**src/rtl/cache_pkg.sv**
```systemverilog
// Shared definitions for the instruction-cache fill controller:
// fill FSM encoding, default block geometry and the word-index type.
package cache_pkg;

    localparam int BLOCK_WORDS_DEF = 8;
    localparam int WORD_IDX_W      = $clog2(BLOCK_WORDS_DEF);
    // byte offset within a block: word index plus the halfword byte bit
    localparam int OFFSET_BITS     = WORD_IDX_W + 1;

    typedef logic [WORD_IDX_W-1:0] word_idx_t;

    typedef enum logic [1:0] {
        ST_IDLE  = 2'd0,
        ST_FILL  = 2'd1,
        ST_DRAIN = 2'd2
    } fill_state_t;

endpackage

```
**src/rtl/fill_cnt.sv**
```systemverilog
// Loadable wrap counter: a word index that wraps modulo 2**IDX_W and a
// one-bit-wider count of increments since the last load.
module fill_cnt #(
    parameter int IDX_W = 3
) (
    input  logic             clk,
    input  logic             rst_n,
    input  logic             i_load,
    input  logic [IDX_W-1:0] i_load_val,
    input  logic             i_inc,
    output logic [IDX_W-1:0] o_idx,
    output logic [IDX_W:0]   o_cnt
);

    logic [IDX_W-1:0] r_idx;
    logic [IDX_W:0]   r_cnt;

    // load restarts the index at the start word and clears the count
    always_ff @(posedge clk or negedge rst_n) begin
        if (!rst_n) begin
            r_idx <= '0;
            r_cnt <= '0;
        end else if (i_load) begin
            r_idx <= i_load_val;
            r_cnt <= '0;
        end else if (i_inc) begin
            r_idx <= r_idx + 1'b1;
            r_cnt <= r_cnt + 1'b1;
        end
    end

    assign o_idx = r_idx;
    assign o_cnt = r_cnt;

endmodule

```
**src/rtl/icache_fill_ctrl.sv**
```systemverilog
// Instruction-cache block fill controller. On a miss it issues one read per
// word of the block on consecutive cycles, writes each in-order response
// into the data array and writes the tag with the last word.
// Optional build macro: ICACHE_CWF_EN (critical word first ordering).
//
// state    | meaning
// ST_IDLE  | no fill; waiting for a miss
// ST_FILL  | issuing requests, collecting responses
// ST_DRAIN | all requests issued, collecting remaining responses
import cache_pkg::*;

module icache_fill_ctrl #(
    parameter int BLOCK_WORDS = BLOCK_WORDS_DEF,
    parameter int ADDR_W      = 16
) (
    input  logic                           clk,
    input  logic                           rst_n,
    input  logic                           miss_detected,
    input  logic [ADDR_W-1:0]              miss_address,
    input  logic [15:0]                    memory_data,
    input  logic                           memory_data_valid,
    output logic                           fsm_busy,
    output logic                           memory_req,
    output logic [ADDR_W-1:0]              memory_address,
    output logic                           write_data_array,
    output logic [$clog2(BLOCK_WORDS)-1:0] fill_word,
    output logic [15:0]                    fill_data,
    output logic                           write_tag_array
);

    localparam int IDX_W = $clog2(BLOCK_WORDS);
    localparam int OFF_W = IDX_W + 1;
    localparam logic [IDX_W:0] LAST_CNT = (IDX_W + 1)'(BLOCK_WORDS - 1);

    fill_state_t             r_state;
    fill_state_t             w_state_nxt;
    logic [ADDR_W-1:OFF_W]   r_base;
    logic                    w_load;
    logic                    w_req_inc;
    logic                    w_rsp_inc;
    logic                    w_req;
    logic                    w_wr;
    logic                    w_tag;
    logic [IDX_W-1:0]        w_start_idx;
    logic [IDX_W-1:0]        w_req_idx;
    logic [IDX_W-1:0]        w_rsp_idx;
    logic [IDX_W:0]          w_req_cnt;
    logic [IDX_W:0]          w_rsp_cnt;
    logic                    w_unused_addr;

`ifdef ICACHE_CWF_EN
    assign w_start_idx = miss_address[OFF_W-1:1];
`else
    assign w_start_idx = '0;
`endif

    // byte-offset bits only feed the start index (or nothing at all)
    assign w_unused_addr = &{1'b0, miss_address[OFF_W-1:0]};

    fill_cnt #(.IDX_W(IDX_W)) u_req_cnt (
        .clk        (clk),
        .rst_n      (rst_n),
        .i_load     (w_load),
        .i_load_val (w_start_idx),
        .i_inc      (w_req_inc),
        .o_idx      (w_req_idx),
        .o_cnt      (w_req_cnt)
    );

    fill_cnt #(.IDX_W(IDX_W)) u_rsp_cnt (
        .clk        (clk),
        .rst_n      (rst_n),
        .i_load     (w_load),
        .i_load_val (w_start_idx),
        .i_inc      (w_rsp_inc),
        .o_idx      (w_rsp_idx),
        .o_cnt      (w_rsp_cnt)
    );

    // state register and block base captured when a miss is accepted
    always_ff @(posedge clk or negedge rst_n) begin
        if (!rst_n) begin
            r_state <= ST_IDLE;
            r_base  <= '0;
        end else begin
            r_state <= w_state_nxt;
            if (w_load) begin
                r_base <= miss_address[ADDR_W-1:OFF_W];
            end
        end
    end

    // next state and strobes; the final response ends the fill in either busy state
    always_comb begin
        w_state_nxt = r_state;
        w_load      = 1'b0;
        w_req       = 1'b0;
        w_req_inc   = 1'b0;
        w_rsp_inc   = 1'b0;
        w_wr        = 1'b0;
        w_tag       = 1'b0;
        case (r_state)
            ST_IDLE: begin
                if (miss_detected) begin
                    w_load      = 1'b1;
                    w_state_nxt = ST_FILL;
                end
            end
            ST_FILL: begin
                w_req     = 1'b1;
                w_req_inc = 1'b1;
                if (w_req_cnt == LAST_CNT) begin
                    w_state_nxt = ST_DRAIN;
                end
            end
            ST_DRAIN: begin
                w_state_nxt = ST_DRAIN;
            end
            default: begin
                w_state_nxt = ST_IDLE;
            end
        endcase
        if ((r_state == ST_FILL || r_state == ST_DRAIN) && memory_data_valid) begin
            w_wr      = 1'b1;
            w_rsp_inc = 1'b1;
            if (w_rsp_cnt == LAST_CNT) begin
                w_tag       = 1'b1;
                w_state_nxt = ST_IDLE;
            end
        end
    end

    assign fsm_busy         = (r_state == ST_FILL) || (r_state == ST_DRAIN);
    assign memory_req       = w_req;
    assign memory_address   = {r_base, w_req_idx, 1'b0};
    assign write_data_array = w_wr;
    assign fill_word        = w_rsp_idx;
    assign fill_data        = memory_data;
    assign write_tag_array  = w_tag;

endmodule

```
**config.mk**
```make
export PLATFORM = sky130hd
export DESIGN_NAME = icache_fill_ctrl
export DESIGN_NICKNAME = d
export VERILOG_FILES = /design/src/rtl/cache_pkg.sv /design/src/rtl/fill_cnt.sv /design/src/rtl/icache_fill_ctrl.sv
export SDC_FILE = /design/constraint.sdc
export NUM_CORES = 1
export LEC_CHECK = 0
export ABC_AREA = 1
export CAP_MARGIN = 20
export CORE_ASPECT_RATIO = 0.9
export CORE_MARGIN = 3
export CORE_UTILIZATION = 39
export DETAILED_ROUTE_END_ITERATION = 6
export GPL_TIMING_DRIVEN = 0
export PLACE_DENSITY = 0.78
export SYNTH_ARGS = -nofsm -noshare
export SYNTH_HDL_FRONTEND = slang
export SYNTH_SLANG_ARGS = --single-unit
```
**constraint.sdc**
```tcl
create_clock -name clk -period 3.3 [get_ports clk]
set_clock_uncertainty 0.05 [all_clocks]
set_input_delay 0.495 -clock clk [delete_from_list [all_inputs] [get_ports clk]]
set_output_delay 0.495 -clock clk [all_outputs]
set_load 0.02 [all_outputs]
```
==> results of run 1 <==
==> per-layer routing <==
metal	global-route usage (%)	part of all wire, %
met3	4.25	6.2
met2	22.7	49
met4	2.15	0.37
met1	18.2	45
met5	0	0
==> kinds of logic (layout without fill, tap and decap cells) <==
group                      after synthesis  in the layout  share of synthesized area, %
AOI/OAI and AO/OA                       15             15                          5.34
xor gates and xnor gates                 2              2                          1.21
adders and majority gates                8              8                          6.88
buffers and inverters                   33             90                          15.3
DFF                                     28             28                          48.2
other                                    1              1                         0.258
and+or+nand+nor                         83             83                          22.8
==> area by class of cell <==
cell class | instances | share of cell area [%]
Sequential cell | 28 | 33.2
Multi-Input combinational cell | 109 | 25.2
Buffer | 21 | 8.19
Timing Repair Buffer | 54 | 26.5
Tap cell | 44 | 2.61
Clock buffer | 3 | 1.96
Inverter | 12 | 2.37
==> cells in the mapped netlist (2+ instances only) <==
library cell,number
sky130_fd_sc_hd__buf_6,2
sky130_fd_sc_hd__nor2_1,20
sky130_fd_sc_hd__buf_4,18
sky130_fd_sc_hd__nand3_1,7
sky130_fd_sc_hd__dfrtp_1,28
sky130_fd_sc_hd__a21oi_1,7
sky130_fd_sc_hd__o21ai_0,7
sky130_fd_sc_hd__ha_1,8
sky130_fd_sc_hd__nand2_1,53
sky130_fd_sc_hd__inv_1,10
==> placed cells by master (no fill, tap or decap) <==
cell type	instances
sky130_fd_sc_hd__o21ai_0	7
sky130_fd_sc_hd__nor2_1	20
sky130_fd_sc_hd__buf_8	1
sky130_fd_sc_hd__inv_2	1
sky130_fd_sc_hd__ha_1	8
sky130_fd_sc_hd__conb_1	1
sky130_fd_sc_hd__nand2_1	53
sky130_fd_sc_hd__buf_6	2
sky130_fd_sc_hd__nand2_4	1
sky130_fd_sc_hd__nand3_1	7
sky130_fd_sc_hd__buf_4	18
sky130_fd_sc_hd__a21oi_1	7
sky130_fd_sc_hd__nand2_2	1
sky130_fd_sc_hd__buf_16	1
sky130_fd_sc_hd__o21bai_1	1
sky130_fd_sc_hd__xnor2_1	1
sky130_fd_sc_hd__clkdlybuf4s50_1	53
sky130_fd_sc_hd__nor3_1	1
sky130_fd_sc_hd__clkbuf_8	3
sky130_fd_sc_hd__inv_1	10
sky130_fd_sc_hd__inv_6	1
sky130_fd_sc_hd__dfrtp_1	28
sky130_fd_sc_hd__xor2_1	1
==> flip-flops by register name, summed over array words and instances (netlist names) <==
register         flops
u_rsp_cnt.o_idx      3
u_rsp_cnt.o_cnt      4
u_req_cnt.o_cnt      4
u_req_cnt.o_idx      3
r_base              12
r_state              2
==> tightest hold or removal path: stages, from the launching register on <==
cell	delay, ns
sky130_fd_sc_hd__dfrtp_1	0.35
sky130_fd_sc_hd__nand2_1	0.05
sky130_fd_sc_hd__nand2_1	0.06
==> metrics by stage <==
step | total power [mW] | area [um2] | instances
floorplan | 1.16 | 1450 | 170
finish | 1.72 | 2110 | 271
CTS | 1.75 | 2110 | 271
global route | 1.88 | 2110 | 271
global placement | 1.54 | 2040 | 267
detailed placement | 1.57 | 2070 | 268
==> power groups by stage <==
| stage | clock [mW] | combinational (mW) | sequential [mW] |
|---|---|---|---|
| floorplan | 0 | 0.450 | 0.714 |
| global placement | 0 | 0.938 | 0.598 |
| detailed placement | 0 | 0.964 | 0.602 |
| CTS | 0.186 | 0.965 | 0.598 |
| global route | 0.203 | 1.06 | 0.619 |
| finish | 0.178 | 0.949 | 0.597 |
==> path summary, 6_finish.rpt <==
kind	start	to	slack, ns	depth (start not counted)
max in group asynchronous	rst_n	r_base[10]	2.22	2
worst max-delay path	r_state[0]	write_tag_array	0.72	5
worst min register to register	r_base[9]	r_base[9]	0.43	2
worst max register to register	r_state[0]	r_state[0]	1.81	5
worst min-delay path	r_base[9]	r_base[9]	0.43	2
min in group asynchronous	rst_n	u_rsp_cnt.o_cnt[2]	0.51	1
==> summary.txt, run 1 <==
======================================================================================
Height of the die                                                              63.9 um
Timing-limited maximum frequency                                               388 MHz
Total length of routed wires                                                   3000 um
Post-synthesis area per instance                                              8.55 um2
Number of clock sinks                                                               28
First drt pass iteration count                                                       4
Tcrit/Tclk final                                                                 78.1%
Total setup buffers inserted after CTS                                               0
Nets in the synthesized netlist                                                    214
Number of distinct standard cells referenced by the synthesized netlist             20
Routed vias                                                                       1215
Post-route ant nets                                                                  0
HPWL Detailed                                                                  2390 um
Violation count after the first detailed-route iteration                            74
Average routed wire per standard cell                                          11.1 um
Fin Hold WS                                                                   0.433 ns
Number of enable flip-flop cells after synthesis                                     0
Status                                                                    finished clean
Sum of negative setup slack                                                       0 ns
Most area-consuming cells after synthesis                                 sky130_fd_sc_hd__dfrtp_1 48%, sky130_fd_sc_hd__nand2_1 14%, sky130_fd_sc_hd__buf_4 9.3%
Rows                                                                                20
Chip width                                                                     70.4 um
Placer Congestion                                                                0.693
Flops & latches, synth                                                              28
Resize count post-CTS                                                                0
Syn Inst Count                                                                     170
Quantity of hold-fixing buffers added after cts                                      0
Number of H-tree levels                                                              1
FILL cells                                                                         322
WP buf/inv                                                                           2
Portion of synthesized cell area occupied by the leading cell type               48.2%
Sum of overflow across all layers after global routing                               0
Top-level port count                                                                75
Clock transition at the registers of the reported paths                        0.09 ns
Pint                                                                           1.02 mW
Area added between synthesis and finish                                          45.0%
Clock root cell                                                           sky130_fd_sc_hd__clkbuf_8
Multi-input gate area in the final layout                                      531 um2
CP Class                                                                       reg2out
Layout cells sized above 1                                                       12.8%
Largest stage delay on the critical path                                       0.60 ns
Required time of the critical path                                             2.75 ns
Clock latency on the worst-skew pair                                           0.26 ns
Unrepaired setup endpoints after global routing                                  false
Post-synth top area cell                                                  sky130_fd_sc_hd__dfrtp_1
Final count of negative-setup-slack endpoints                                        0
Net load switching power                                                      0.708 mW
Flop pwr share                                                                   34.6%
Worst Setup End Kind                                                       output port
Data arrival time of the worst path                                            2.03 ns
Final critical delay including setup and external delays                       2.58 ns
Core box area                                                                 3480 um2
TritonCTS clock tree                                                              done
Largest net degree at the start of global routing                                   21
Post-synthesis cell area                                                      1450 um2
Crit path cell chain                                                      inv_1, ha_1, nand3_1, nor2_1, clkdlybuf4s50_1
Clock network power share                                                        10.3%
Startpoint class of the critical path                                         register
Highest fanout seen on the critical path                                             5
Share of total power in combinational logic                                      55.1%
Max-cap violations                                                                   0
Combined flip-flop and latch cell area                                         701 um2
Number of max-slew violations in the final report                                    0
IO buf count                                                                        53
Class of the worst hold path                                                   reg2reg
Primary FF master, synth                                                  sky130_fd_sc_hd__dfrtp_1
Cell type group with the largest total delay on the critical path         buffers and inverters
Maximum ir drop on the vdd rail                                             0.000489 V
Share of synthesized flip-flops with an asynchronous set or reset                 100%
Via-to-Cell Ratio                                                                 4.48
Number of nets in the final layout                                                 273
Switching part of the total                                                      41.1%
Starting density of the core                                                     41.8%
Total of warnings raised by yosys                                                    0
Cell type of the slowest stage on the worst timing path                   sky130_fd_sc_hd__clkdlybuf4s50_1
Number of buffers added by the clock tree synthesis step                             3
Final Hold Vio Count                                                                 0
Post-placement setup slack                                                    0.869 ns
Number of global-route vias before repair                                         1132
Drt drc                                                                              0
Count of antenna diodes in the layout                                                0
Final core utilization                                                           60.6%
GRT Overall Usage                                                                13.8%
Leakage                                                                        1.03 nW
PwrDens                                                                     818 nW/um2
First-pass GRT wire length                                                     5090 um
Actual slew at the worst max-slew pin                                         0.507 ns
Number of antenna violations at the first check in global routing                    0
Min setup slack post-route                                                    0.724 ns
Die Footprint                                                                 4500 um2
Maximum clock insertion buffer count                                                 2
Tightest slew margin relative to the limit                                       66.1%
Post-synthesis sequential area ratio                                             48.2%
======================================================================================
Power figures use the tool's default switching activity.
==> inputs of run 2 (changes only) <==
- clock period: 3.3 -> 2.65 ns (I/O delays scaled with it)
==> summary.txt, run 2 (synthesis gave the netlist of run 1 again) <==
================================================================================
Number of global-route vias before repair                                   1132   unchanged
Total length of routed wires                                             2990 um   about the same
Number of flip-flops under the largest register name                          12   unchanged
Rows                                                                          20   unchanged
Share of total power in combinational logic                                55.1%   about the same
Chip width                                                               70.4 um   unchanged
CP Class                                                                 reg2out
Worst Setup EP                                                      write_data_array
First drt pass iteration count                                                 4   unchanged
Reg-to-reg endpoint                                                   r_state[0]
TritonCTS clock tree                                                        done
HPWL Detailed                                                            2390 um   unchanged
Switching part of the total                                                41.0%   about the same
Actual slew at the worst max-slew pin                                   0.507 ns   unchanged
Launch point of the worst reg-to-reg path                             r_state[0]
Count of antenna diodes in the layout                                          0   unchanged
Number of clock sinks                                                         28   unchanged
Post-route ant nets                                                            0   unchanged
PwrDens                                                              1020 nW/um2   +24%
Area added between synthesis and finish                                    45.2%
Placer Congestion                                                          0.693   unchanged
Timing-limited maximum frequency                                         412 MHz
Most frequent cells in the layout                                   53 x sky130_fd_sc_hd__nand2_1, 52 x sky130_fd_sc_hd__clkdlybuf4s50_1, 28 x sky130_fd_sc_hd__dfrtp_1
Number of buffers added by the clock tree synthesis step                       3   unchanged
Length in cells of the worst reg-to-reg path                                   5   unchanged
Most common cell after layout, fill and taps aside                  sky130_fd_sc_hd__nand2_1
Fin Hold WS                                                             0.415 ns   -0.0180 ns
Number of nets in the final layout                                           273   unchanged
Data arrival time of the worst path                                      1.98 ns   -0.05 ns
Post-route total power                                                   2.15 mW   +24%
Quantity of hold-fixing buffers added after cts                                0   unchanged
Required time of the critical path                                       2.20 ns   -0.55 ns
Sum of overflow across all layers after global routing                         0   unchanged
Drt drc                                                                        0   unchanged
IO buf count                                                                  53   unchanged
Violation count after the first detailed-route iteration                      74   unchanged
Die Footprint                                                           4500 um2   unchanged
Tcrit/Tclk final                                                           91.5%
Net load switching power                                                0.881 mW   +24%
Final Cell Area                                                         2110 um2   +0.12%
Clock root cell                                                     sky130_fd_sc_hd__clkbuf_8
Class of the worst hold path                                            in2async
Top-level port count                                                          75   unchanged
Clock latency on the worst-skew pair                                     0.26 ns   about the same
Starting density of the core                                               41.8%   unchanged
Max-cap violations                                                             0   unchanged
First-pass GRT wire length                                               5090 um   unchanged
Core box area                                                           3480 um2   unchanged
Worst Setup End Kind                                                 output port
Number of max-slew violations in the final report                              0   unchanged
Final Hold Vio Count                                                           0   unchanged
Startpoint class of the critical path                                   register
Start point of the critical path                                      r_state[0]
Largest net degree at the start of global routing                             21   unchanged
GRT Overall Usage                                                          13.8%   unchanged
Sum of negative setup slack                                                 0 ns   unchanged
Total setup buffers inserted after CTS                                         0   unchanged
Tightest slew margin relative to the limit                                 66.1%   unchanged
Maximum ir drop on the vdd rail                                       0.000609 V   +25%
Register bank with the most flops                                         r_base
Clock network power share                                                  10.3%   about the same
Layout cells sized above 1                                                 12.8%   unchanged
Unrepaired setup endpoints after global routing                            false
Leakage                                                                  1.05 nW   +1.8%
Status                                                              finished clean
Number of H-tree levels                                                        1   unchanged
Resize count post-CTS                                                          0   unchanged
Average routed wire per standard cell                                    11.0 um   about the same
Flop pwr share                                                             34.6%   about the same
Worst reg2reg setup slack                                                1.16 ns   -0.65 ns
Pint                                                                     1.27 mW   +25%
Height of the die                                                        63.9 um   unchanged
Final critical delay including setup and external delays                 2.43 ns
Highest fanout seen on the critical path                                       6   +1
Area of placed instances                                                2070 um2   unchanged
Final count of negative-setup-slack endpoints                                  0   unchanged
Routed vias                                                                 1216   +0.082%
Maximum clock insertion buffer count                                           2   unchanged
Clock transition at the registers of the reported paths                  0.09 ns   about the same
Number of antenna violations at the first check in global routing              0   unchanged
Via-to-Cell Ratio                                                           4.49   about the same
================================================================================
run 2: critical path: stages (launching register included):
cell and delay [ns]:
sky130_fd_sc_hd__dfrtp_1 0.44, sky130_fd_sc_hd__inv_1 0.09, sky130_fd_sc_hd__ha_1 0.37, sky130_fd_sc_hd__nand2_2 0.11, sky130_fd_sc_hd__inv_2 0.11, sky130_fd_sc_hd__clkdlybuf4s50_1 0.61
run 2: routing by layer:
layer | vias up | track usage (%) | share of wire (%)
li1 | 623 | - | -
met1 | 556 | 18.2 | 44
met2 | 35 | 22.7 | 49
met3 | 2 | 4.25 | 6.2
met4 | 0 | 2.15 | 0.37
met5 | - | 0 | 0
run 2: how the worst min path moves through the flow:
| stage | start | end | slack (ns) |
|---|---|---|---|
| CTS | rst_n | u_rsp_cnt.o_cnt[2] | 0.42 |
| detailed placement | r_base[9] | r_base[9] | 0.41 |
| global route | rst_n | u_rsp_cnt.o_cnt[2] | 0.43 |
| finish | rst_n | u_rsp_cnt.o_cnt[2] | 0.41 |
| floorplan | rst_n | r_base[10] | 0.05 |
| global placement | r_base[6] | r_base[6] | 0.41 |
run 2: stage by stage:
stage                     setup slack (ns)  utilization (%)  instances
after CTS                            0.145             60.6        271
after global placement               0.414             58.6        267
after global routing                0.0866             60.7        271
after detailed placement             0.414             59.4        268
after floorplan                      0.855                -        170
final                                0.224             60.7        271
run 2: layout make-up:
type	instances	area, um2
multi-input cells	109	531
fillers	321	1370
well taps	44	55.1
inverters	12	50.0
repair buffers	54	561
plain buffers	21	173
flip-flops and latches	28	701
clock buffers	3	41.3
run 2: power groups by stage:
stage / registers (mW) / clock network [mW] / logic, mW
final: 0.743 / 0.221 / 1.18
after global routing: 0.770 / 0.253 / 1.32
after CTS: 0.745 / 0.231 / 1.20
after detailed placement: 0.750 / 0 / 1.20
after global placement: 0.744 / 0 / 1.17
after floorplan: 0.890 / 0 / 0.561
==> inputs of run 3 (changes only) <==
- SKIP_CTS_REPAIR_TIMING: default -> 1
==> results of run 3 <==
The final DEF is identical to that of run 2; final timing and power are the same.
